==> src/rtl/cc_refill_writer.sv <==
// Cache-line refill engine: fetches one 64-byte line with an AXI4 INCR burst
// and writes it, with its tag, into the data/tag SRAMs at the missed index.
module cc_refill_writer #(
    parameter int DATA_W = 64,
    parameter int BEATS  = 8
) (
    input  logic                      clk,
    input  logic                      rst,
    input  logic                      miss_i,
    input  logic [16:0]               tag_i,
    input  logic [8:0]                index_i,
    output logic                      busy_o,
    output logic [31:0]               araddr_o,
    output logic [3:0]                arlen_o,
    output logic [2:0]                arsize_o,
    output logic [1:0]                arburst_o,
    output logic                      arvalid_o,
    input  logic                      arready_i,
    input  logic [DATA_W-1:0]         rdata_i,
    input  logic [1:0]                rresp_i,
    input  logic                      rlast_i,
    input  logic                      rvalid_i,
    output logic                      rready_o,
    output logic                      data_wren_o,
    output logic [8:0]                data_waddr_o,
    output logic [DATA_W*BEATS-1:0]   data_wdata_o,
    output logic                      tag_wren_o,
    output logic [8:0]                tag_waddr_o,
    output logic [17:0]               tag_wdata_o,
    output logic                      fill_done_o,
    output logic                      fill_err_o
);

    localparam logic [2:0] LAST_CNT = 3'(BEATS - 1);

    typedef enum logic [1:0] {IDLE, REQ, RECV, WRITE} state_t;

    state_t            state_q;
    state_t            state_d;
    logic [16:0]       tag_q;
    logic [8:0]        idx_q;
    logic [2:0]        cnt_q;
    logic              err_q;
    logic              extra_q;
    logic [DATA_W-1:0] line_q [BEATS];

    logic beat_ok;
    logic beat_bad;

    assign beat_ok  = (state_q == RECV) && rvalid_i;
    assign beat_bad = (rresp_i != 2'b00)
                    || (rlast_i && (cnt_q != LAST_CNT))
                    || (!rlast_i && (cnt_q == LAST_CNT));

    always_ff @(posedge clk or posedge rst) begin
        if (rst) state_q <= IDLE;
        else     state_q <= state_d;
    end

    always_comb begin
        state_d = state_q;
        unique case (state_q)
            IDLE:    if (miss_i)              state_d = REQ;
            REQ:     if (arready_i)           state_d = RECV;
            RECV:    if (rvalid_i && rlast_i) state_d = WRITE;
            WRITE:                            state_d = IDLE;
            default:                          state_d = IDLE;
        endcase
    end

    always_comb begin
        busy_o      = 1'b0;
        arvalid_o   = 1'b0;
        rready_o    = 1'b0;
        data_wren_o = 1'b0;
        tag_wren_o  = 1'b0;
        fill_done_o = 1'b0;
        fill_err_o  = 1'b0;
        unique case (state_q)
            IDLE: ;
            REQ: begin
                busy_o    = 1'b1;
                arvalid_o = 1'b1;
            end
            RECV: begin
                busy_o   = 1'b1;
                rready_o = 1'b1;
            end
            WRITE: begin
                busy_o      = 1'b1;
                fill_done_o = 1'b1;
                fill_err_o  = err_q;
                data_wren_o = !err_q;
                tag_wren_o  = !err_q;
            end
            default: ;
        endcase
    end

    always_ff @(posedge clk or posedge rst) begin
        if (rst) begin
            tag_q   <= '0;
            idx_q   <= '0;
            cnt_q   <= '0;
            err_q   <= 1'b0;
            extra_q <= 1'b0;
        end else if ((state_q == IDLE) && miss_i) begin
            tag_q   <= tag_i;
            idx_q   <= index_i;
            cnt_q   <= '0;
            err_q   <= 1'b0;
            extra_q <= 1'b0;
        end else if (beat_ok) begin
            if (cnt_q != LAST_CNT) cnt_q <= cnt_q + 3'd1;
            if (beat_bad) err_q <= 1'b1;
            if ((cnt_q == LAST_CNT) && !rlast_i) extra_q <= 1'b1;
        end
    end

    // Beats past the last slot are consumed but never overwrite slot 7.
    always_ff @(posedge clk) begin
        if (beat_ok && !extra_q) line_q[cnt_q] <= rdata_i;
    end

    for (genvar k = 0; k < BEATS; k++) begin : g_line
        assign data_wdata_o[k*DATA_W +: DATA_W] = line_q[k];
    end

    assign araddr_o     = {tag_q, idx_q, 6'b0};
    assign arlen_o      = 4'd7;
    assign arsize_o     = 3'd3;
    assign arburst_o    = 2'b01;
    assign data_waddr_o = idx_q;
    assign tag_waddr_o  = idx_q;
    assign tag_wdata_o  = {1'b1, tag_q};

endmodule

==> config.mk <==
export PLATFORM = sky130hd
export DESIGN_NAME = cc_refill_writer
export DESIGN_NICKNAME = d
export VERILOG_FILES = /design/src/rtl/cc_refill_writer.sv
export SDC_FILE = /design/constraint.sdc
export NUM_CORES = 1
export LEC_CHECK = 0
export BUFFER_PORTS_ARGS = -buffer_cell sky130_fd_sc_hd__buf_4
export CAP_MARGIN = 20
export CORE_AREA = 5 5 267 269
export CTS_CLUSTER_SIZE = 40
export DETAILED_ROUTE_END_ITERATION = 10
export DIE_AREA = 0 0 272 274
export PLACE_DENSITY = 0.54
export RECOVER_POWER = 100
export SLEW_MARGIN = 25
export SYNTH_ARGS = -nofsm -noshare
export SYNTH_HDL_FRONTEND = slang
export SYNTH_SLANG_ARGS = --single-unit
==> constraint.sdc <==
create_clock -name clk -period 13.25 [get_ports clk]
set_clock_uncertainty 0.2 [all_clocks]
set_input_delay 2.65 -clock clk [delete_from_list [all_inputs] [get_ports clk]]
set_output_delay 2.65 -clock clk [all_outputs]
set_load 0.05 [all_outputs]
# Yosys cells after proc, flatten, opt, wreduce, memory -nomap -nowiden
# Memory sizes are Yosys's and may differ from the RTL's.
# Cells that the tools add are included.
[classes] add_sub_neg=1 mul=0 div=0 n_lt_le_gt_ge=0 eq_ne=8 shifts=0 n_mux=21 bitwise_logic=0 n_reduce_logical=22
[ops] cell="$mux 1" count=14
[ops] cell="$reduce_bool 2->1" count=5
[ops] cell="$mux 3" count=3
[ops] cell="$pmux 2 s4" count=1
[ops] cell="$logic_and 1x1->1" count=6
[ops] cell="$mux 2" count=3
[ops] cell="$reduce_and 2->1" count=3
[ops] cell="$eq 2x2->1 const B" count=2
[ops] cell="$ne 2x2->1 const B" count=2
[ops] cell="$add 3x1->3 const B" count=1
[ops] cell="$eq 3x3->1 const B" count=1
[ops] cell="$logic_not 1->1" count=3
[ops] cell="$ne 3x3->1 const B" count=1
[ops] cell="$reduce_and 3->1" count=1
[ops] cell="$reduce_or 3->1" count=1
[ops] cell="$eq 2x1->1 const B" count=1
[ops] cell="$logic_not 2->1" count=1
[ops] cell="$logic_or 1x1->1" count=2
[ops] cell="$ne 2x1->1 const B" count=1
[totals] register_bits=33 latchBits=0 ramBits=512 rom_bits=0 memories=1
[memory_table] memory="line_q" depth=8 word_bits=64 rd=8 rd_ports_with_merged_regs=0 wr=1 line="45" text="logic [DATA_W-1:0] line_q [BEATS];"

# Logic depth before layout (Yosys ltp)
# Gate-level depths: netlist of the first run.
[depth] word_depth=7 depth_mapped=5 ltp_nobuf=5

# Worst setup path after synthesis of the first run
# Ideal clock, no wire load.
[synth_timing] path_kind="input port to flip-flop" start="in rvalid_i" end="mem line_q[1][0], enable pin" arrival_ps=7190 t_required_ps=12486 setup_slack_ps=5296 cell_stages=2 path_buffers=0 path_cell_list="nand4b_1 -> nor3_1"
[synth_via] elab_chain_len=4
[synth_rtl] item="from (decl)" line="22" text="input logic rvalid_i,"
[synth_rtl] item="$logic_and 1x1->1" line="50" text="assign beat_ok = (state_q == RECV) && rvalid_i;"
[synth_rtl] item="$logic_and 1x1->1" line="122" text="if (beat_ok && !extra_q) line_q[cnt_q] <= rdata_i;"
[synth_rtl] item="$mux 1" line="122"
[synth_rtl] item="$mux 1 (not written as such)" line="122"
[synth_rtl] item="to (decl)" line="45"
# No other way between the ends.

# Final worst setup path of the first run
[layout_timing] start="in rvalid_i" end="mem line_q[4][40], enable pin"
# Same word-level chain as after synthesis.

==> out/results.ini, run 1 <==
[status]
status=finished, violations left
violations=capacitance limit, slew limit

[logic_synthesis]
synth.avg_cell_area_um2=25.65
ys_types=29
ys_seq_area_frac=0.9357
ys_ff_latch=545
syn-instance-count=675
synth_top_flop_cell=edfxtp_1
syn_area_mm2=0.01731
synth_enable_flop_cells=512
ys_warn_count=0
async_flop_share=0.06055

[finish]
layout_common_cells=clkbuf_1, edfxtp_1, clkbuf_16
area_growth_pct=29.66
final_net_count=1486
drive_above_1_share=0.08433
final_common_cell=clkbuf_1

[clock_tree]
ctsHoldBuffers=0
root_buffer=clkbuf_16
clk_latency_ps=580
postCtsResizedCells=0
cts_buffer_depth=3
cts_buffers=55
cts_setup_buffers=0
cts_tree=built
clk_pin_slew_ps=60
htree_num_levels=2
cts_num_sinks=545

[detailed_routing]
via_count=9189
totalWireLength_um=50570
wire_per_inst_um=21.93
viasPerCell=3.985
firstDrtPassIters=4
postRouteAntennaNets=0
drtIter0Drc=618
remaining_drc_errors=0

[pwr]
ir_drop_v=0.0001479
p_leak_nw=7.093
p_per_area_mw_per_mm2=204.3

[global_route]
grt_pass1_wl_um=69310
grt_max_degree=65
antenna_found_initial=1
overflow=0
grt.total_usage=0.1256
grt_pass1_vias=9425

[min_path]
holdPathStages=1
holdCritStartpoint=tag_q[12]
hp-class=register to register

[timing]
fmax_mhz=129.7
rsz0062_at_grt=no
fin_crit_sh=0.5817
period_needed_ps=7707
whs_ps=326.5
slew_headroom=-2.292
setup_violations=0
setup-tns-final_ps=0
drv_slew=533
final-hold-violation-count=0
tightest_slew_ps=4939

[floorplan]
die_area_mm2=0.07453
initial_utilization=0.2533
core_area_mm2=0.06835
die_w_um=272
fp.dieH_um=274
row_count=96
io_pins=694

[setup_path]
cp.required_ps=13180
startpoint=rvalid_i
cp_max_fo=36
end_kind=register
regToRegStartpoint=state_q[0]
cp.arrival_ps=7640
path_class=input pin to register
cp-start-kind=input pin
reg2reg_depth=6

[placement]
io_buffer_count=677
place.gp.congestion=0.7558
hpwl_um=35340

[flow_run]
drv_cap=13

==> cells by family after synthesis <==
family                   after synthesis  share of synthesized area
XOR/XNOR                               2                   0.001012
adder cells (fa/ha/maj)                6                   0.004336
buffers and inverters                 60                    0.02515
AO/OA/AOI/OAI                          5                   0.002674
other                                  2                  0.0004338
flip-flops                           545                     0.9357
multiplexers                          29                    0.02284
AND/OR/NAND/NOR                       26                   0.007877
==> critical path: stages <==
cell	delay, ps
clkbuf_1	210
nand2_1	110
or3_1	450
nor2_1	2050
clkbuf_1	2030
==> layout make-up <==
class	instances	area, um2
multi-input cells	84	681.9
well taps	882	1104
diodes	1	2.502
inverters	6	22.52
fillers	6994	45900
clock buffers	64	1410
flip-flops and latches	545	16200
clock inverters	34	322.8
repair buffers	690	2706
==> path summary, 6_finish.rpt <==
path,endpoint,slack [ps]
max,line_q[4][40],5540
min,tag_q[12],330
max reg2reg,line_q[4][40],7010
min reg2reg,tag_q[12],330
max in group asynchronous,data_waddr_o[6],8990
min in group asynchronous,tag_q[8],2650
==> synthesized netlist by cell type, types with 2 or more instances <==
master / number / area, um2
buf_4: 52 / 390.4
nand2b_1: 2 / 12.51
mux2i_1: 2 / 20.02
nor2_1: 12 / 45.04
nand2_1: 3 / 11.26
mux2_2: 7 / 78.83
dfrtp_1: 33 / 825.8
conb_1: 2 / 7.510
nor2b_1: 2 / 12.51
edfxtp_1: 512 / 15370
inv_1: 6 / 22.52
buf_6: 2 / 22.52
ha_1: 6 / 75.07
mux2_4: 19 / 285.3
==> per-layer routing <==
metal,GRT usage,vias to the layer above,wire length (um)
met1,0.1420,4621,18830
met5,0,-,0
met4,0.04010,0,1508
met3,0.04401,82,4654
li1,-,3994,-
met2,0.2232,492,25580
==> per-stage QoR <==
stage            util  worst slack (ps)  area (um2)  power [mW]  std cells
2_1_floorplan       -              5296       17370       3.006        689
3_3_place_gp   0.3406              7739       23280       3.328       2205
3_5_place_dp   0.3411              7710       23310       3.336       2206
4_1_cts        0.3665              8339       25050       4.846       2304
5_1_grt        0.3284              5083       22450       4.765       2305
6_report       0.3285              5543       22450       4.586       2306
==> flip-flops by register name, summed over array words and instances, names as in the netlist <==
name and cells:
data_waddr_o 9, err_q 1, line_q 512, extra_q 1, state_q 2, tag_q 17, cnt_q 3
==> power by group <==
part	internal, mW	switching (mW)
Clock	0.858	0.635
Combinational	0.130	0.847
Sequential	2.04	0.0745
Total	3.03	1.56
No activity file was read; power rests on OpenSTA's default activity.
==> inputs of run 2 (changes only) <==
--- a/config.mk
+++ b/config.mk
@@ -7,11 +7,11 @@
 export LEC_CHECK = 0
 export BUFFER_PORTS_ARGS = -buffer_cell sky130_fd_sc_hd__buf_4
 export CAP_MARGIN = 20
-export CORE_AREA = 5 5 267 269
+export CORE_AREA = 5 5 268 270
 export CTS_CLUSTER_SIZE = 40
 export DETAILED_ROUTE_END_ITERATION = 10
-export DIE_AREA = 0 0 272 274
-export PLACE_DENSITY = 0.54
+export DIE_AREA = 0 0 273 275
+export PLACE_DENSITY = 0.56
 export RECOVER_POWER = 100
 export SLEW_MARGIN = 25
 export SYNTH_ARGS = -nofsm -noshare
==> constraint.sdc (replaced) <==
create_clock -name clk -period 6.8 [get_ports clk]
set_clock_uncertainty 0.2 [all_clocks]
set_input_delay 1.36 -clock clk [delete_from_list [all_inputs] [get_ports clk]]
set_output_delay 1.36 -clock clk [all_outputs]
set_load 0.05 [all_outputs]
==> run 2 against run 1 <==
Net effect: the run still ends with capacitance limit, slew limit left; power is 92% higher; register-to-register slack worse by 4900 ps; non-clock buffer count is 3 higher; utilization is 0.33 points lower; die area is 0.73% higher; wire length is 1.8% lower; flip-flop and latch count stayed put; critical endpoint is now line_q[3][61]; largest power group unchanged; highest routed layer unchanged.
==> out/results.ini, run 2 (synthesis results as in run 1) <==
[status]
violations=capacitance limit, slew limit  ; unchanged
status=finished, violations left  ; unchanged

[pwr]
p_clk_frac=0.318  ; was 0.326
seq_power_share=0.465  ; was 0.461
p_sw_mw=2.998  ; was 1.557 mW
p_int_mw=5.823  ; was 3.029 mW
p_per_area_mw_per_mm2=391.5  ; was 204.3 mW/mm2
fin_total_pwr_mw=8.821  ; was 4.586 mW
p_leak_nw=7.121  ; was 7.093 nW
sw_frac_of_total=0.3399  ; was 0.3395
combPwrFrac=0.217  ; was 0.213
ir_drop_v=0.0003289  ; was 0.0001479 V

[detailed_routing]
via_count=9181  ; was 9,189
remaining_drc_errors=0  ; unchanged
firstDrtPassIters=6  ; was 4
postRouteAntennaNets=0  ; unchanged
totalWireLength_um=49640  ; was 50,570 um
drtIter0Drc=394  ; was 618
wire_per_inst_um=20.93  ; was 21.93 um
viasPerCell=3.871  ; was 3.985

[clock_tree]
cts_buffers=56  ; was 55
clk_latency_ps=590  ; was 580 ps
cts_buffer_depth=3  ; unchanged
postCtsResizedCells=0  ; unchanged
cts_setup_buffers=0  ; unchanged
cts_tree=built  ; unchanged
ctsHoldBuffers=0  ; unchanged
htree_num_levels=2  ; unchanged
clk_pin_slew_ps=60  ; about the same
cts_num_sinks=545  ; unchanged
root_buffer=clkbuf_16  ; unchanged

[finish]
layout_common_cells=clkbuf_1, edfxtp_1, clkbuf_16  ; unchanged
regMostFlops=line_q  ; unchanged
largest_register_ff_count=512  ; unchanged
area_growth_pct=30.15  ; was 29.66%
final_common_cell=clkbuf_1  ; unchanged
fill_cells=7085  ; was 6,994
final_net_count=1490  ; was 1,486
drive_above_1_share=0.08386  ; was 0.08433

[global_route]
grt_pass1_wl_um=67680  ; was 69,310 um
antenna_found_initial=2  ; was 1
grt.total_usage=0.1216  ; was 0.1256
overflow=0  ; unchanged
grt_pass1_vias=9592  ; was 9,425
grt_max_degree=65  ; unchanged

[setup_path]
cp.arrival_ps=4690  ; was 7640 ps
cp-start-kind=input pin  ; unchanged
cp.required_ps=6740  ; was 13,180 ps
cpPeakStageDelay_ps=1880  ; was 2050 ps
critical-path-top-delay-family=buffers and inverters  ; was simple AND/OR/NAND/NOR gates
end_kind=register  ; unchanged
cp_max_fo=39  ; was 36
path_buf_inv=2  ; unchanged
timing.critical_path.cells=clkbuf_1, nand4b_1, nor2_1, clkbuf_1  ; was clkbuf_1, nand2_1, or3_1, nor2_1, clkbuf_1
cpMaxStageDelayCell=clkbuf_1  ; was nor2_1
critical_path.most_common_cell=clkbuf_1  ; unchanged
path_class=input pin to register  ; unchanged

[floorplan]
io_pins=694  ; unchanged
die_area_mm2=0.07508  ; was 0.07453 mm2
core_area_mm2=0.06930  ; was 0.06835 mm2
initial_utilization=0.2498  ; was 0.2533
row_count=97  ; was 96
die_w_um=273  ; was 272 um
fp.dieH_um=275  ; was 274 um

[timing]
tightest_slew_ps=2560  ; was 4939 ps
setup-tns-final_ps=0  ; unchanged
drv_slew=267  ; was 533
rsz0062_at_grt=no  ; unchanged
period_needed_ps=4750
fin_crit_sh=0.6985
slew_headroom=-0.7066  ; was -2.292
fmax_mhz=210.5
final-hold-violation-count=0  ; unchanged
setup_violations=0  ; unchanged

[placement]
place.gp.congestion=0.7675  ; was 0.7558
hpwl_um=35520  ; was 35,340 um
io_buffer_count=677  ; unchanged

[flow_run]
drv_cap=8  ; was 13

[min_path]
hp-class=register to register  ; unchanged

-- run 2: cell types whose count changed in the layout (fill, tap and decap cells not counted), sizes merged --
cell,before,now
clkbuf,724,735
buf,30,34
clkinvlp,5,1
bufinv,5,2
-- run 2: layout make-up --
cell class | instances | area (um2) | share of cell area
flip-flops and latches | 545 | 16200 | 0.7189
diodes | 1 | 2.502 | 0.0001110
repair buffers | 693 | 2776 | 0.1232
clock inverters | 27 | 207.7 | 0.009217
multi-input cells | 84 | 671.9 | 0.02982
clock buffers | 76 | 1476 | 0.06552
inverters | 6 | 22.52 | 0.0009994
well taps | 940 | 1176 | 0.05219
-- run 2: worst reg2reg max path: stages, from the launching register on --
cell	delay (ps)
dfrtp_1	410
inv_1	110
ha_1	320
nand4b_1	250
nor2_1	990
clkbuf_1	1880
-- run 2: per-stage QoR --
step           hold WS, ps  worst slack, ps  cell area [um2]  utilization  instances
3_3_place_gp         295.6             2669            23350       0.3370       2263
4_1_cts              321.4             3456            25140       0.3628       2371
2_1_floorplan        273.1            135.7            17370            -        689
6_report             319.7             2050            22530       0.3252       2372
5_1_grt              358.0             1742            22530       0.3251       2371
3_5_place_dp         307.0             3060            23460       0.3385       2268
-- run 2: path summary, 6_finish.rpt --
path                       slack, ps  depth (start not counted)        from         endpoint
min                              320                          1       err_q            err_q
max in group asynchronous       4060                          3         rst  data_waddr_o[3]
min in group asynchronous       1230                          3         rst  data_waddr_o[0]
max                             2050                          4    rvalid_i    line_q[3][61]
max reg2reg                     2140                          5  state_q[0]    line_q[3][61]
min reg2reg                      320                          1       err_q            err_q
-- run 2: power by group through the flow --
| stage | Sequential, mW | Clock (mW) | Combinational [mW] |
|---|---|---|---|
| after floorplan | 4.91 | 0 | 0.945 |
| after global placement | 4.18 | 0 | 2.29 |
| after detailed placement | 4.18 | 0 | 2.32 |
| after CTS | 4.12 | 2.90 | 2.32 |
| after global routing | 4.14 | 3.02 | 1.99 |
| final | 4.10 | 2.81 | 1.91 |
-- run 2: metal layers --
| metal | up-vias | GRT usage | wire [um] |
|---|---|---|---|
| li1 | 4008 | - | - |
| met1 | 4554 | 0.1363 | 18620 |
| met2 | 537 | 0.2133 | 24290 |
| met3 | 82 | 0.05137 | 5456 |
| met4 | 0 | 0.03438 | 1270 |
| met5 | - | 0 | 0 |
==> inputs of run 3 (changes only) <==
--- a/config.mk
+++ b/config.mk
@@ -5,6 +5,7 @@
 export SDC_FILE = /design/constraint.sdc
 export NUM_CORES = 1
 export LEC_CHECK = 0
+export ABC_AREA = 1
 export BUFFER_PORTS_ARGS = -buffer_cell sky130_fd_sc_hd__buf_4
 export CAP_MARGIN = 20
 export CORE_AREA = 5 5 268 270
==> constraint.sdc (replaced) <==
create_clock -name clk -period 4.1 [get_ports clk]
set_clock_uncertainty 0.2 [all_clocks]
set_input_delay 0.82 -clock clk [delete_from_list [all_inputs] [get_ports clk]]
set_output_delay 0.82 -clock clk [all_outputs]
set_load 0.05 [all_outputs]
==> run 3 against run 2 <==
Net effect: synthesized area decreased by 0.22%; critical path depth increased by 3; worst hold slack got worse by 85 ps; first-iteration DRC count increased by 43%; non-clock buffer count unchanged; the run still ends with capacitance limit, slew limit left; global-route usage increased by 0.53 points; via count increased by 3.9%; die area unchanged; setup slack got worse by 1100 ps; flip-flop and latch count unchanged; highest routed layer unchanged; sequential power increased by 65%.
==> out/results.ini, run 3 <==
[pwr]
ir_drop_v=0.0004765  ; was 0.0003289 V
p_per_area_mw_per_mm2=641.7  ; was 391.5 mW/mm2
p_leak_nw=7.370  ; was 7.121 nW

[finish]
fin_cells=2447  ; was 2,372
final_net_count=1564  ; was 1,490
layout_common_cells=clkbuf_1, edfxtp_1, nand2_1  ; was clkbuf_1, edfxtp_1, clkbuf_16
fill_cells=7117  ; was 7,085
largest_register_ff_count=512  ; unchanged
regMostFlops=line_q  ; unchanged
regArea_mm2=0.01620  ; unchanged
multi_input_area_um2=658.1  ; was 671.9 um2
area_growth_pct=30.97  ; was 30.15%
drive_above_1_share=0.08771  ; was 0.08386
final_common_cell=clkbuf_1  ; unchanged

[clock_tree]
cts_buffers=54  ; was 56
clk_latency_ps=580  ; was 590 ps
htree_num_levels=2  ; unchanged
clk_pin_slew_ps=60  ; about the same
cts_tree=built  ; unchanged
cts_buffer_depth=3  ; unchanged
postCtsResizedCells=0  ; unchanged
cts_setup_buffers=0  ; unchanged
root_buffer=clkbuf_16  ; unchanged
cts_num_sinks=545  ; unchanged
ctsHoldBuffers=0  ; unchanged

[detailed_routing]
drtIter0Drc=562  ; was 394
postRouteAntennaNets=0  ; unchanged
remaining_drc_errors=0  ; unchanged
firstDrtPassIters=7  ; was 6
wire_per_inst_um=21.06  ; was 20.93 um
totalWireLength_um=51540  ; was 49,640 um
viasPerCell=3.897  ; was 3.871
via_count=9536  ; was 9,181

[setup_path]
cp.arrival_ps=3170  ; was 4690 ps
cp-start-kind=register  ; was input pin
ff2ff_setup_slack_ps=920  ; was 2140 ps
path_buf_inv=2  ; unchanged
cpPeakStageDelay_ps=990  ; was 1880 ps
cpMaxStageDelayCell=clkbuf_4  ; was clkbuf_1
end_kind=register  ; unchanged
cp.required_ps=4090  ; was 6740 ps
critical_path.most_common_cell=nand2_1  ; was clkbuf_1
path_class=register to register  ; was input pin to register
critical-path-top-delay-family=buffers and inverters  ; unchanged
timing.critical_path.cells=inv_1, ha_1, nand2_1, nor2_1, nand2_1, nor2_4, clkbuf_4  ; was clkbuf_1, nand4b_1, nor2_1, clkbuf_1
cp_max_fo=64  ; was 39

[global_route]
grt_pass1_vias=9929  ; was 9,592
antenna_found_initial=2  ; unchanged
grt_max_degree=65  ; unchanged
grt_pass1_wl_um=70850  ; was 67,680 um
overflow=0  ; unchanged
grt.total_usage=0.1269  ; was 0.1216

[flow_run]
drv_cap=1  ; was 8

[min_path]
hp-class=input pin to register  ; was register to register

[placement]
pre_cts_ws_ps=1187  ; was 3060 ps
io_buffer_count=677  ; unchanged
place.gp.congestion=0.8120  ; was 0.7675
dp.cells=2344  ; was 2,268
hpwl_um=36040  ; was 35,520 um

[timing]
tightest_slew_ps=1982  ; was 2560 ps
rsz0062_at_grt=no  ; unchanged
fin_crit_sh=0.7756
setup_violations=0  ; unchanged
fmax_mhz=314.5
setup_slack_ps=920.2  ; was 2050 ps
slew_headroom=-0.3212  ; was -0.7066
drv_slew=34  ; was 267
final-hold-violation-count=0  ; unchanged
period_needed_ps=3180

[logic_synthesis]
synth_top_flop_cell=edfxtp_1  ; unchanged
synth_enable_flop_cells=512  ; unchanged
ys_types=15  ; was 29
async_flop_share=0.06055  ; unchanged
yosys.cell_count.top_type=edfxtp_1  ; unchanged
synth.avg_cell_area_um2=22.91  ; was 25.65 um2
ys_ff_latch=545  ; unchanged
netlist_top_cells_count=edfxtp_1, nand2_1, buf_4  ; was edfxtp_1, buf_4, dfrtp_1
syn_area_mm2=0.01728  ; was 0.01731 mm2
ys_warn_count=0  ; unchanged
syn-instance-count=754  ; was 675
synth_top_area_share=0.8900  ; was 0.8880
netlist_top_cells_area=edfxtp_1, dfrtp_1, buf_4  ; unchanged
ys_seq_area_frac=0.9378  ; was 0.9357
synth.largest_area_cell=edfxtp_1  ; unchanged

[floorplan]
fp.dieH_um=275  ; unchanged
core_area_mm2=0.06930  ; unchanged
io_pins=694  ; unchanged
die_area_mm2=0.07508  ; unchanged
row_count=97  ; unchanged
initial_utilization=0.2493  ; was 0.2498
die_w_um=273  ; unchanged

[status]
status=finished, violations left  ; unchanged
violations=capacitance limit, slew limit  ; unchanged

[run 3: cell count changes after synthesis, moves of 2 or more]
cell and change:
inv_1 +10, nor2b_1 -2, o21ai_0 +5, mux2_4 -19
nand2_1 +93, nand2b_1 -2, mux2i_1 -2, buf_6 +2
mux2_2 -7, nor2_1 +11
[run 3: final timing paths]
kind | startpoint | endpoint | depth (start not counted)
max in group asynchronous | rst | data_waddr_o[6] | 3
worst max-delay path | state_q[0] | line_q[1][62] | 7
worst min-delay path | tag_i[0] | tag_q[0] | 3
worst min register to register | tag_q[15] | tag_q[15] | 2
min in group asynchronous | rst | tag_q[5] | 3
worst max register to register | state_q[0] | line_q[1][62] | 7
[run 3: power breakdown]
group          leakage [nW]  total (mW)  internal, mW  switching, mW
clock network         0.865        4.87          2.83           2.04
logic                  1.48        2.89         0.350           2.54
registers              5.02        6.76          6.51          0.246
[run 3: metrics by stage]
stage                     total power, mW  cell area (um2)    util  setup TNS [ps]  hold WS, ps
final                               14.52            22630  0.3265               0        234.9
after global routing                15.07            22620  0.3264               0        210.0
after CTS                           15.20            25120  0.3625               0        110.4
after detailed placement            10.28            23350  0.3370               0        286.4
after global placement              10.23            23350  0.3370               0        288.6
after floorplan                     9.270            17330       -         -352750        266.9
[run 3: cells by family after synthesis]
kind of cell             after synthesis  share of synthesized area
AO/OA/AOI/OAI                          6                   0.001738
adder cells (fa/ha/maj)                6                   0.004346
buffers and inverters                 74                    0.02919
flip-flops                           545                     0.9378
other                                  2                  0.0004347
AND/OR/NAND/NOR                      121                    0.02651
[run 3: worst min-delay path, stage by stage]
cell,delay (ps)
buf_4,80
nand2_1,40
nand2_1,40
[run 3: per-layer routing]
layer / wire [um] / global-route usage / up-vias
li1: - / - / 4188
met1: 19150 / 0.1442 / 4745
met2: 26300 / 0.2314 / 521
met3: 4719 / 0.04029 / 82
met4: 1362 / 0.03372 / 0
met5: 0 / 0 / -
[run 3: area by class of cell]
type                            count  area share
Clock inverter                     33     0.01399
Antenna cell                        2   0.0002212
Tap cell                          940     0.05198
Multi-Input combinational cell    149     0.02909
Inverter                           17    0.002820
Sequential cell                   545      0.7160
Timing Repair Buffer              693      0.1216
Clock buffer                       68     0.06426
